[src/rtl/vga_rect_blitter_if.sv]
// vga_rect_blitter_if: command channel and pixel-write channel of the rectangle blitter
interface vga_rect_blitter_if #(
  parameter int nX          = 10,
  parameter int nY          = 9,
  parameter int COLOR_DEPTH = 9
);
  logic                   cmd_valid;
  logic                   cmd_ready;
  logic [1:0]             cmd_mode;
  logic [nX-1:0]          cmd_x0;
  logic [nX-1:0]          cmd_x1;
  logic [nY-1:0]          cmd_y0;
  logic [nY-1:0]          cmd_y1;
  logic [COLOR_DEPTH-1:0] cmd_color;
  logic [nX-1:0]          pix_x;
  logic [nY-1:0]          pix_y;
  logic [COLOR_DEPTH-1:0] pix_color;
  logic                   pix_write;
  logic                   pix_ready;
  logic                   busy;
  logic                   done;
  modport master (
    output cmd_valid, cmd_mode, cmd_x0, cmd_x1, cmd_y0, cmd_y1, cmd_color, pix_ready,
    input  cmd_ready, pix_x, pix_y, pix_color, pix_write, busy, done
  );
  modport slave (
    input  cmd_valid, cmd_mode, cmd_x0, cmd_x1, cmd_y0, cmd_y1, cmd_color, pix_ready,
    output cmd_ready, pix_x, pix_y, pix_color, pix_write, busy, done
  );
endinterface

[src/rtl/vga_rect_blitter.sv]
// vga_rect_blitter: raster pixel-write engine for fill/outline/clear/pixel commands; define VGA_BLIT_CLIP_EN to clip to the screen
module vga_rect_blitter #(
  parameter     RESOLUTION  = "640x480",
  parameter int COLOR_DEPTH = 9
) (
  input logic               clock,
  input logic               resetn,
  vga_rect_blitter_if.slave bus
);
  localparam int COLS = RESOLUTION == "320x240" ? 320 : RESOLUTION == "160x120" ? 160 : 640;
  localparam int ROWS = COLS * 3 / 4;
  localparam int nX = $clog2(COLS);
  localparam int nY = $clog2(ROWS);
  localparam logic [nX-1:0] X_MAX = nX'(COLS - 1);
  localparam logic [nY-1:0] Y_MAX = nY'(ROWS - 1);
  typedef enum logic {IDLE, DRAW} state_t;
  state_t state, state_next;
  logic [nX-1:0] xa, xb, x, x_next, lo_x, hi_x, nxa, nxb;
  logic [nY-1:0] ya, yb, y, y_next, lo_y, hi_y, nya, nyb;
  logic [COLOR_DEPTH-1:0] color;
  logic outline, done_q, done_next, accept, fire, last, empty;
  // Normalise the incoming corners per mode, optionally clipping to the screen
  always_comb begin
    lo_x = bus.cmd_x0 < bus.cmd_x1 ? bus.cmd_x0 : bus.cmd_x1;
    hi_x = bus.cmd_x0 < bus.cmd_x1 ? bus.cmd_x1 : bus.cmd_x0;
    lo_y = bus.cmd_y0 < bus.cmd_y1 ? bus.cmd_y0 : bus.cmd_y1;
    hi_y = bus.cmd_y0 < bus.cmd_y1 ? bus.cmd_y1 : bus.cmd_y0;
    nxa = bus.cmd_mode == 2'b10 ? '0 : bus.cmd_mode == 2'b11 ? bus.cmd_x0 : lo_x;
    nxb = bus.cmd_mode == 2'b10 ? X_MAX : bus.cmd_mode == 2'b11 ? bus.cmd_x0 : hi_x;
    nya = bus.cmd_mode == 2'b10 ? '0 : bus.cmd_mode == 2'b11 ? bus.cmd_y0 : lo_y;
    nyb = bus.cmd_mode == 2'b10 ? Y_MAX : bus.cmd_mode == 2'b11 ? bus.cmd_y0 : hi_y;
`ifdef VGA_BLIT_CLIP_EN
    empty = nxa > X_MAX || nya > Y_MAX;
    nxb = nxb > X_MAX ? X_MAX : nxb;
    nyb = nyb > Y_MAX ? Y_MAX : nyb;
`else
    empty = 1'b0;
`endif
  end
  // Next state, raster step (outline skips row interiors) and completion pulse
  always_comb begin
    accept = bus.cmd_valid && state == IDLE;
    fire = state == DRAW && bus.pix_ready;
    last = x == xb && y == yb;
    state_next = state;
    if (accept && !empty) state_next = DRAW;
    if (fire && last) state_next = IDLE;
    done_next = (accept && empty) || (fire && last);
    x_next = x == xb ? xa : (outline && x == xa && y != ya && y != yb) ? xb : x + 1'b1;
    y_next = x == xb ? y + 1'b1 : y;
  end
  // State register
  always_ff @(posedge clock)
    if (!resetn) state <= IDLE;
    else state <= state_next;
  // Command registers, scan position and done pulse
  always_ff @(posedge clock)
    if (!resetn) begin
      xa <= '0;
      xb <= '0;
      ya <= '0;
      yb <= '0;
      x <= '0;
      y <= '0;
      color <= '0;
      outline <= 1'b0;
      done_q <= 1'b0;
    end else begin
      done_q <= done_next;
      if (accept) begin
        xa <= nxa;
        xb <= nxb;
        ya <= nya;
        yb <= nyb;
        x <= nxa;
        y <= nya;
        color <= bus.cmd_color;
        outline <= bus.cmd_mode == 2'b01;
      end else if (fire && !last) begin
        x <= x_next;
        y <= y_next;
      end
    end
  assign bus.cmd_ready = state == IDLE;
  assign bus.busy = state == DRAW;
  assign bus.pix_write = state == DRAW;
  assign bus.done = done_q;
  assign bus.pix_x = x;
  assign bus.pix_y = y;
  assign bus.pix_color = color;
endmodule

[src/flat_wrapper.sv]
// flat-port wrapper written by rule: the top's interface ports become plain ports
module vga_rect_blitter_flat 
#(
  parameter     RESOLUTION  = "       ",
  parameter int COLOR_DEPTH = 9
)
  (clock, resetn, bus_cmd_valid, bus_cmd_mode, bus_cmd_x0, bus_cmd_x1, bus_cmd_y0, bus_cmd_y1, bus_cmd_color, bus_pix_ready, bus_cmd_ready, bus_pix_x, bus_pix_y, bus_pix_color, bus_pix_write, bus_busy, bus_done);
  vga_rect_blitter_if #(.nX(8), .nY(7), .COLOR_DEPTH(COLOR_DEPTH)) bus_i ();
  input logic clock;
  input logic resetn;
  input wire logic [$bits(bus_i.cmd_valid)-1:0] bus_cmd_valid;
  input wire logic [$bits(bus_i.cmd_mode)-1:0] bus_cmd_mode;
  input wire logic [$bits(bus_i.cmd_x0)-1:0] bus_cmd_x0;
  input wire logic [$bits(bus_i.cmd_x1)-1:0] bus_cmd_x1;
  input wire logic [$bits(bus_i.cmd_y0)-1:0] bus_cmd_y0;
  input wire logic [$bits(bus_i.cmd_y1)-1:0] bus_cmd_y1;
  input wire logic [$bits(bus_i.cmd_color)-1:0] bus_cmd_color;
  input wire logic [$bits(bus_i.pix_ready)-1:0] bus_pix_ready;
  output wire logic [$bits(bus_i.cmd_ready)-1:0] bus_cmd_ready;
  output wire logic [$bits(bus_i.pix_x)-1:0] bus_pix_x;
  output wire logic [$bits(bus_i.pix_y)-1:0] bus_pix_y;
  output wire logic [$bits(bus_i.pix_color)-1:0] bus_pix_color;
  output wire logic [$bits(bus_i.pix_write)-1:0] bus_pix_write;
  output wire logic [$bits(bus_i.busy)-1:0] bus_busy;
  output wire logic [$bits(bus_i.done)-1:0] bus_done;
  assign bus_i.cmd_valid = bus_cmd_valid;
  assign bus_i.cmd_mode = bus_cmd_mode;
  assign bus_i.cmd_x0 = bus_cmd_x0;
  assign bus_i.cmd_x1 = bus_cmd_x1;
  assign bus_i.cmd_y0 = bus_cmd_y0;
  assign bus_i.cmd_y1 = bus_cmd_y1;
  assign bus_i.cmd_color = bus_cmd_color;
  assign bus_i.pix_ready = bus_pix_ready;
  assign bus_cmd_ready = bus_i.cmd_ready;
  assign bus_pix_x = bus_i.pix_x;
  assign bus_pix_y = bus_i.pix_y;
  assign bus_pix_color = bus_i.pix_color;
  assign bus_pix_write = bus_i.pix_write;
  assign bus_busy = bus_i.busy;
  assign bus_done = bus_i.done;
  vga_rect_blitter #(.RESOLUTION(RESOLUTION), .COLOR_DEPTH(COLOR_DEPTH)) u_core (.clock(clock), .resetn(resetn), .bus(bus_i));
endmodule
[config.mk]
export PLATFORM = sky130hd
export DESIGN_NAME = vga_rect_blitter_flat
export DESIGN_NICKNAME = d
export VERILOG_FILES = /design/src/rtl/vga_rect_blitter_if.sv /design/src/rtl/vga_rect_blitter.sv /design/src/flat_wrapper.sv
export SDC_FILE = /design/constraint.sdc
export NUM_CORES = 1
export LEC_CHECK = 0
export BUFFER_PORTS_ARGS = -buffer_cell sky130_fd_sc_hd__buf_2
export CAP_MARGIN = 0
export CELL_PAD_IN_SITES_DETAIL_PLACEMENT = 0
export CELL_PAD_IN_SITES_GLOBAL_PLACEMENT = 1
export CORE_MARGIN = 1.5
export CORE_UTILIZATION = 41
export CTS_CLUSTER_SIZE = 40
export DETAILED_ROUTE_END_ITERATION = 6
export PLACE_DENSITY_LB_ADDON = 0.1
export SETUP_SLACK_MARGIN = 0.2
export SLEW_MARGIN = 10
export SYNTH_ARGS = -nofsm -noshare
export SYNTH_HDL_FRONTEND = slang
export SYNTH_SLANG_ARGS = --single-unit
[constraint.sdc]
create_clock -name clock -period 3.1 [get_ports clock]
set_clock_uncertainty 0.2 [all_clocks]
set_input_delay 0.62 -clock clock [delete_from_list [all_inputs] [get_ports clock]]
set_output_delay 0.62 -clock clock [all_outputs]
set_load 0.01 [all_outputs]
==> results.json, run 1 <==
{
  "cts_buffers": 9,
  "async_flop_share": 0,
  "die_w_um": 100.2,
  "clk_latency_ns": 0.35,
  "slew_viol_final": 0,
  "drc": 0,
  "drt_wl_total_mm": 10.23,
  "maxCapViolCount": 0,
  "cts_resized": 0,
  "syn-num-nets": 541,
  "drtPass1Iterations": 5,
  "rsz0062_at_grt": "no",
  "cts_hold_buf": 0,
  "cp_max_fo": 8,
  "worstPathArrival_ns": 2.69,
  "ant_nets": 0,
  "core_mm2": 0.009196,
  "syn_avg_cell_area_um2": 8.056,
  "vias": 3500,
  "clock_path_buffers": 2,
  "pre_cts_ws_ns": 0.3448,
  "yosysWarnings": 0,
  "setup_tns_ns": 0,
  "final_cell_mix": "nand2_1, buf_2, dfxtp_1",
  "sw_frac_of_total": 0.3037,
  "clock.fmax_mhz": 381.5,
  "ios": 73,
  "pwr_density_cell_mw_per_mm2": 496.2,
  "min_path_type": "reg -> reg",
  "synth_edf_count": 0,
  "dieHeight_um": 100.2,
  "clkPwrFrac": 0.371,
  "cts_tree": "built",
  "clk_pin_slew_worst_paths_ns": 0.08,
  "final_util": 0.4863,
  "maxSlewHeadroom": 0.4770,
  "critPathKind": "reg -> reg",
  "synth_seq_cells": 62,
  "netlist_area_mm2": 0.003875,
  "fin_hold_ws_ns": 0.2538,
  "p_switching_uw": 673.9,
  "dieArea_mm2": 0.01004,
  "n_antenna_cell": 0,
  "start_util": 0.4214,
  "grtUsageTotal": 0.2115,
  "critPathCaptureType": "register",
  "status": "finished, final reports clean",
  "antenna_found_initial": 0,
  "synth.distinct_cells": 50,
  "post-route-period-util": 0.8455,
  "cts_setup_buffers": 0,
  "grt_pass1_wl_mm": 16.66,
  "port_buffers": 72,
  "finalWeightedCongestion": 0.8391,
  "grt_pass1_vias": 3251,
  "ys_seq_area_frac": 0.3203,
  "cts.sinks": 62,
  "tightest_slew_ns": 0.7793,
  "dp.final_hpwl_mm": 7.622,
  "crit_path_start_kind": "register",
  "drt_iter0_markers": 222,
  "grt_start_max_net_pins": 39,
  "h-tree-depth": 3,
  "p_int_uw": 1545,
  "grt_overflow": 0,
  "seqPwrFrac": 0.411,
  "wl_per_cell_um": 15.69,
  "setup_violations": 0,
  "area_growth_pct": 15.40,
  "final_common_cell": "nand2_1",
  "power_frac_comb": 0.219,
  "total_power_uw": 2219,
  "final_nets": 596,
  "peakVddDrop_mv": 0.1945,
  "finalCriticalPeriod_ns": 2.621,
  "setup_slack_ns": 0.4790,
  "netlist_instances": 481,
  "root_buffer": "clkbuf_8",
  "p_leak_uw": 0.002027,
  "required_ns": 3.17,
  "vias_per_cell": 5.368,
  "drive_gt1_frac": 0.2292,
  "rows": 35,
  "hold_violations": 0,
  "synth-main-ff-cell": "dfxtp_1"
}
==> metrics by stage <==
stage / cells / area (um^2)
4_1_cts: 652 / 4472
6_report: 652 / 4472
3_5_place_dp: 636 / 4242
3_3_place_gp: 636 / 4242
5_1_grt: 652 / 4472
2_1_floorplan: 481 / 3875
==> layer usage <==
metal	wire [um]	share of wire	global-route usage	up-vias
li1	-	-	-	1764
met1	5339	0.52	0.3209	1628
met2	4301	0.42	0.3093	99
met3	478	0.047	0.02716	9
met4	108	0.011	0.06501	0
met5	0	0	0	-
==> power groups by stage <==
stage | registers [uW] | clock network [uW] | logic (uW)
after floorplan | 914 | 0 | 351
after global routing | 919 | 874 | 544
after CTS | 910 | 844 | 487
final | 911 | 823 | 485
after detailed placement | 929 | 0 | 483
after global placement | 927 | 0 | 487
==> logic make-up (layout without fill, tap and decap cells) <==
kind of cell	after synthesis	after routing	share of synthesized area
simple gates	143	143	0.1805
mux	31	31	0.08363
buf+inv	65	125	0.08815
fa+ha+maj	15	15	0.04843
compound gates	123	123	0.1802
flops	62	62	0.3203
xor+xnor	42	42	0.09880
==> synth_stat cells (3+ instances only) <==
cell,number,area (um^2)
dfxtp_1,62,1241
a31oi_1,14,87.58
a21oi_1,48,240.2
o21ai_0,40,200.2
buf_2,6,30.03
nand2b_1,3,18.77
buf_6,4,45.04
clkbuf_1,16,60.06
and3_1,3,18.77
xor2_1,22,192.7
or3_1,3,18.77
buf_1,3,11.26
buf_4,16,120.1
nand4_1,11,68.82
inv_1,19,71.32
mux2_1,5,56.30
o22ai_1,3,18.77
nand3_1,10,50.05
ha_1,15,187.7
and2_1,3,18.77
nor3_1,4,20.02
nor4_1,3,18.77
a21o_1,5,37.54
o31ai_1,3,22.52
nand2_1,73,274.0
mux2_2,6,67.56
nor2_1,17,63.81
mux2i_1,20,200.2
xnor2_1,18,157.7
==> critical path: stages (launching register included) <==
cell     delay (ns)
dfxtp_1        0.53
xnor2_1        0.16
nand4_1        0.10
or4_1          0.48
buf_4          0.19
and2_2         0.19
nor2_1         0.34
o21ai_0        0.16
a31oi_1        0.18
==> path summary, 6_finish.rpt <==
kind,from,end,slack [ns],cells past startpoint
worst max-delay path,u_core.x[7],u_core.x[5],0.48,8
worst min register to register,u_core.bus.pix_color[3],u_core.bus.pix_color[3],0.25,2
worst min-delay path,u_core.bus.pix_color[3],u_core.bus.pix_color[3],0.25,2
worst max register to register,u_core.x[7],u_core.x[5],0.48,8
==> registers in the layout (all words and copies together), names as in the netlist, 7 cells and up <==
signal,count
u_core.bus.pix_color,9
u_core.yb,8
u_core.xa,8
u_core.ya,7
u_core.y,9
u_core.xb,8
u_core.x,10
==> area by class of cell <==
cell class	count	area (um^2)
fill	969	4725
clock inverter	6	92.59
timing repair buffer	89	488.0
multi-input combinational	354	2298
clock buffer	10	137.6
tap	111	138.9
sequential	62	1241
inverter	20	75.07
Power figures use the tool's default switching activity.
==> run 2, diff against run 1 <==
- ABC_AREA: default -> 1
- CORE_UTILIZATION: 41 -> 36
- clock period: 3.1 -> 2.22 ns (I/O delays scaled with it)
==> results.json, run 2 <==
{
  "ys_top_cells_by_count": "nand2_1, inv_1, nor2_1",
  "ant_nets": 0,
  "synth_top_family_by_area": "simple AND/OR/NAND/NOR gates",
  "cts_tree": "built",
  "syn_avg_cell_area_um2": 6.282,
  "cpMaxStageDelayCell": "dfxtp_1",
  "top_register": "u_core.x",
  "setup_slack_ns": 0.2939,
  "finalWeightedCongestion": 0.8501,
  "largest_reg_flops": 10,
  "fin_area_mm2": 0.005617,
  "core_mm2": 0.01152,
  "power_frac_comb": 0.271,
  "clkPwrFrac": 0.401,
  "fillers": 1232,
  "final_util": 0.4877,
  "dp.cells": 901,
  "placed_area_mm2": 0.004946,
  "root_buffer": "clkbuf_16",
  "clock_path_buffers": 2,
  "grt_overflow": 0,
  "grt_pass1_vias": 4371,
  "maxCapViolCount": 0,
  "drtPass1Iterations": 6,
  "whs_path_depth": 3,
  "maxSlewHeadroom": 0.7723,
  "dieArea_mm2": 0.01253,
  "tightest_slew_ns": 0.3415,
  "setup_violations": 0,
  "multi_input_area_mm2": 0.002572,
  "drc": 4,
  "clk_latency_ns": 0.33,
  "critPathKind": "reg -> reg",
  "cts.sinks": 62,
  "grtUsageTotal": 0.2139,
  "worstPathArrival_ns": 2.01,
  "synthTopCellsByArea": "dfxtp_1, nand2_1, inv_1",
  "p_leak_uw": 0.002908,
  "vias_per_cell": 4.890,
  "required_ns": 2.30,
  "grt_pass1_wl_mm": 21.14,
  "port_buffers": 72,
  "synth-main-ff-cell": "dfxtp_1",
  "sw_frac_of_total": 0.3122,
  "cp_slowest_stage_delay_ns": 0.41,
  "crit_path_start_kind": "register",
  "crit_family": "simple AND/OR/NAND/NOR gates",
  "status": "finished with violations",
  "hold_violations": 0,
  "vias": 4553,
  "pwr_density_cell_mw_per_mm2": 703.3,
  "reg2reg_depth": 11,
  "synth_seq_cells": 62,
  "seqPwrFrac": 0.327,
  "wl_per_cell_um": 14.23,
  "critPathCaptureType": "register",
  "finalCriticalPeriod_ns": 1.926,
  "rrSetupSlack_ns": 0.29,
  "final_cell_count_no_fill": 931,
  "h-tree-depth": 3,
  "final_nets": 843,
  "synthAdderAreaFrac": 0.04394,
  "ys_seq_area_frac": 0.2906,
  "n_antenna_cell": 0,
  "yosysTopAreaCell": "dfxtp_1",
  "area_growth_pct": 31.49,
  "netlist_instances": 680,
  "grt_start_max_net_pins": 30,
  "syn-num-nets": 740,
  "async_flop_share": 0,
  "critPathBufInv": 3,
  "synth_compound_area_frac": 0.1459,
  "synth_mux_area_frac": 0,
  "synth.distinct_cells": 35,
  "synth.most_common_cell": "nand2_1",
  "cts_buffers": 9,
  "antenna_found_initial": 0,
  "post-route-period-util": 0.8676,
  "peakVddDrop_mv": 0.3224,
  "slew_viol_final": 0,
  "cts_hold_buf": 0,
  "yosysTopAreaCellShare": 0.2906,
  "ios": 73,
  "yosysWarnings": 0,
  "die_w_um": 111.9,
  "final_cell_mix": "nand2_1, inv_1, buf_2",
  "p_int_uw": 2717,
  "final_common_cell": "nand2_1",
  "clk_pin_slew_worst_paths_ns": 0.06,
  "violations": "DRC",
  "fin_hold_ws_ns": 0.1329,
  "cp_max_fo": 7,
  "synth_edf_count": 0,
  "cp_common_cell": "o21ai_1",
  "dp.final_hpwl_mm": 9.561,
  "dieHeight_um": 111.9,
  "start_util": 0.3709,
  "clock.fmax_mhz": 519.2,
  "pre_cts_ws_ns": -0.09394,
  "p_switching_uw": 1233,
  "worstPathCellList": "o21ai_1 > nor2_2 > nand3_2 > nor2_8 > buf_6 > clkinvlp_4 > nor2_1 > o21ai_1 > nand3_1 > nand2_1 > inv_1",
  "rows": 39,
  "regArea_mm2": 0.001272,
  "drive_gt1_frac": 0.2919,
  "min_path_type": "in -> reg",
  "rsz0062_at_grt": "no",
  "yosys.area_share.simple": 0.3336,
  "netlist_area_mm2": 0.004272,
  "yosys.area_share.xor_xnor": 0.03076,
  "drt_wl_total_mm": 13.25,
  "drt_iter0_markers": 206,
  "cp.depth": 11
}
==> run 2: repair_timing <==
action                                  in CTS  in global routing
pin swaps                                    2                 20
setup buffers                                2                 11
gates resized for setup                     14                 68
hold endpoints to repair                     0                  0
endpoints found under the setup margin      19                 29
gates cloned                                 0                  1
==> run 2: cells by family (layout without fill, tap and decap cells) <==
kind of cell,after synthesis,in the layout
buffers and inverters,155,262
adder cells (fa/ha/maj),15,15
AO/OA/AOI/OAI,107,107
XOR/XNOR,15,15
flip-flops,62,62
AND/OR/NAND/NOR,326,327
==> run 2: power by group through the flow <==
stage	clock network, uW	registers [uW]	logic, uW
finish	1590	1290	1070
global route	1660	1300	1210
CTS	1610	1290	985
detailed placement	0	1310	962
global placement	0	1310	958
floorplan	0	1300	646
==> run 2: area by class of cell <==
cell class	count	share of cell area
inverter	116	0.07864
clock inverter	3	0.01158
tap	143	0.03186
clock buffer	13	0.04812
multi-input combinational	464	0.4580
sequential	62	0.2266
timing repair buffer	130	0.1452
==> run 2: through the flow <==
| stage | total power (uW) | TNS (ns) |
|---|---|---|
| finish | 3950 | 0 |
| global route | 4172 | 0 |
| CTS | 3881 | 0 |
| detailed placement | 2269 | -0.7070 |
| global placement | 2263 | -0.1471 |
| floorplan | 1942 | 0 |
==> run 2: worst paths after layout <==
path	startpoint	endpoint
setup / recovery	u_core.x[3]	u_core.x[1]
hold / removal	bus_cmd_color[1]	u_core.bus.pix_color[1]
setup reg to reg	u_core.x[3]	u_core.x[1]
hold reg to reg	u_core.ya[6]	u_core.ya[6]
==> run 2: worst min-delay path: stages <==
cell and delay, ns:
buf_2 0.07, nor2_1 0.03, nor2_1 0.08
==> run 2: per-layer routing <==
layer,global-route usage,vias up,wire length (um)
li1,-,2371,-
met4,0.08945,0,416
met2,0.3819,78,6698
met5,0,-,0
met3,0.04137,22,420
met1,0.2509,2082,5710
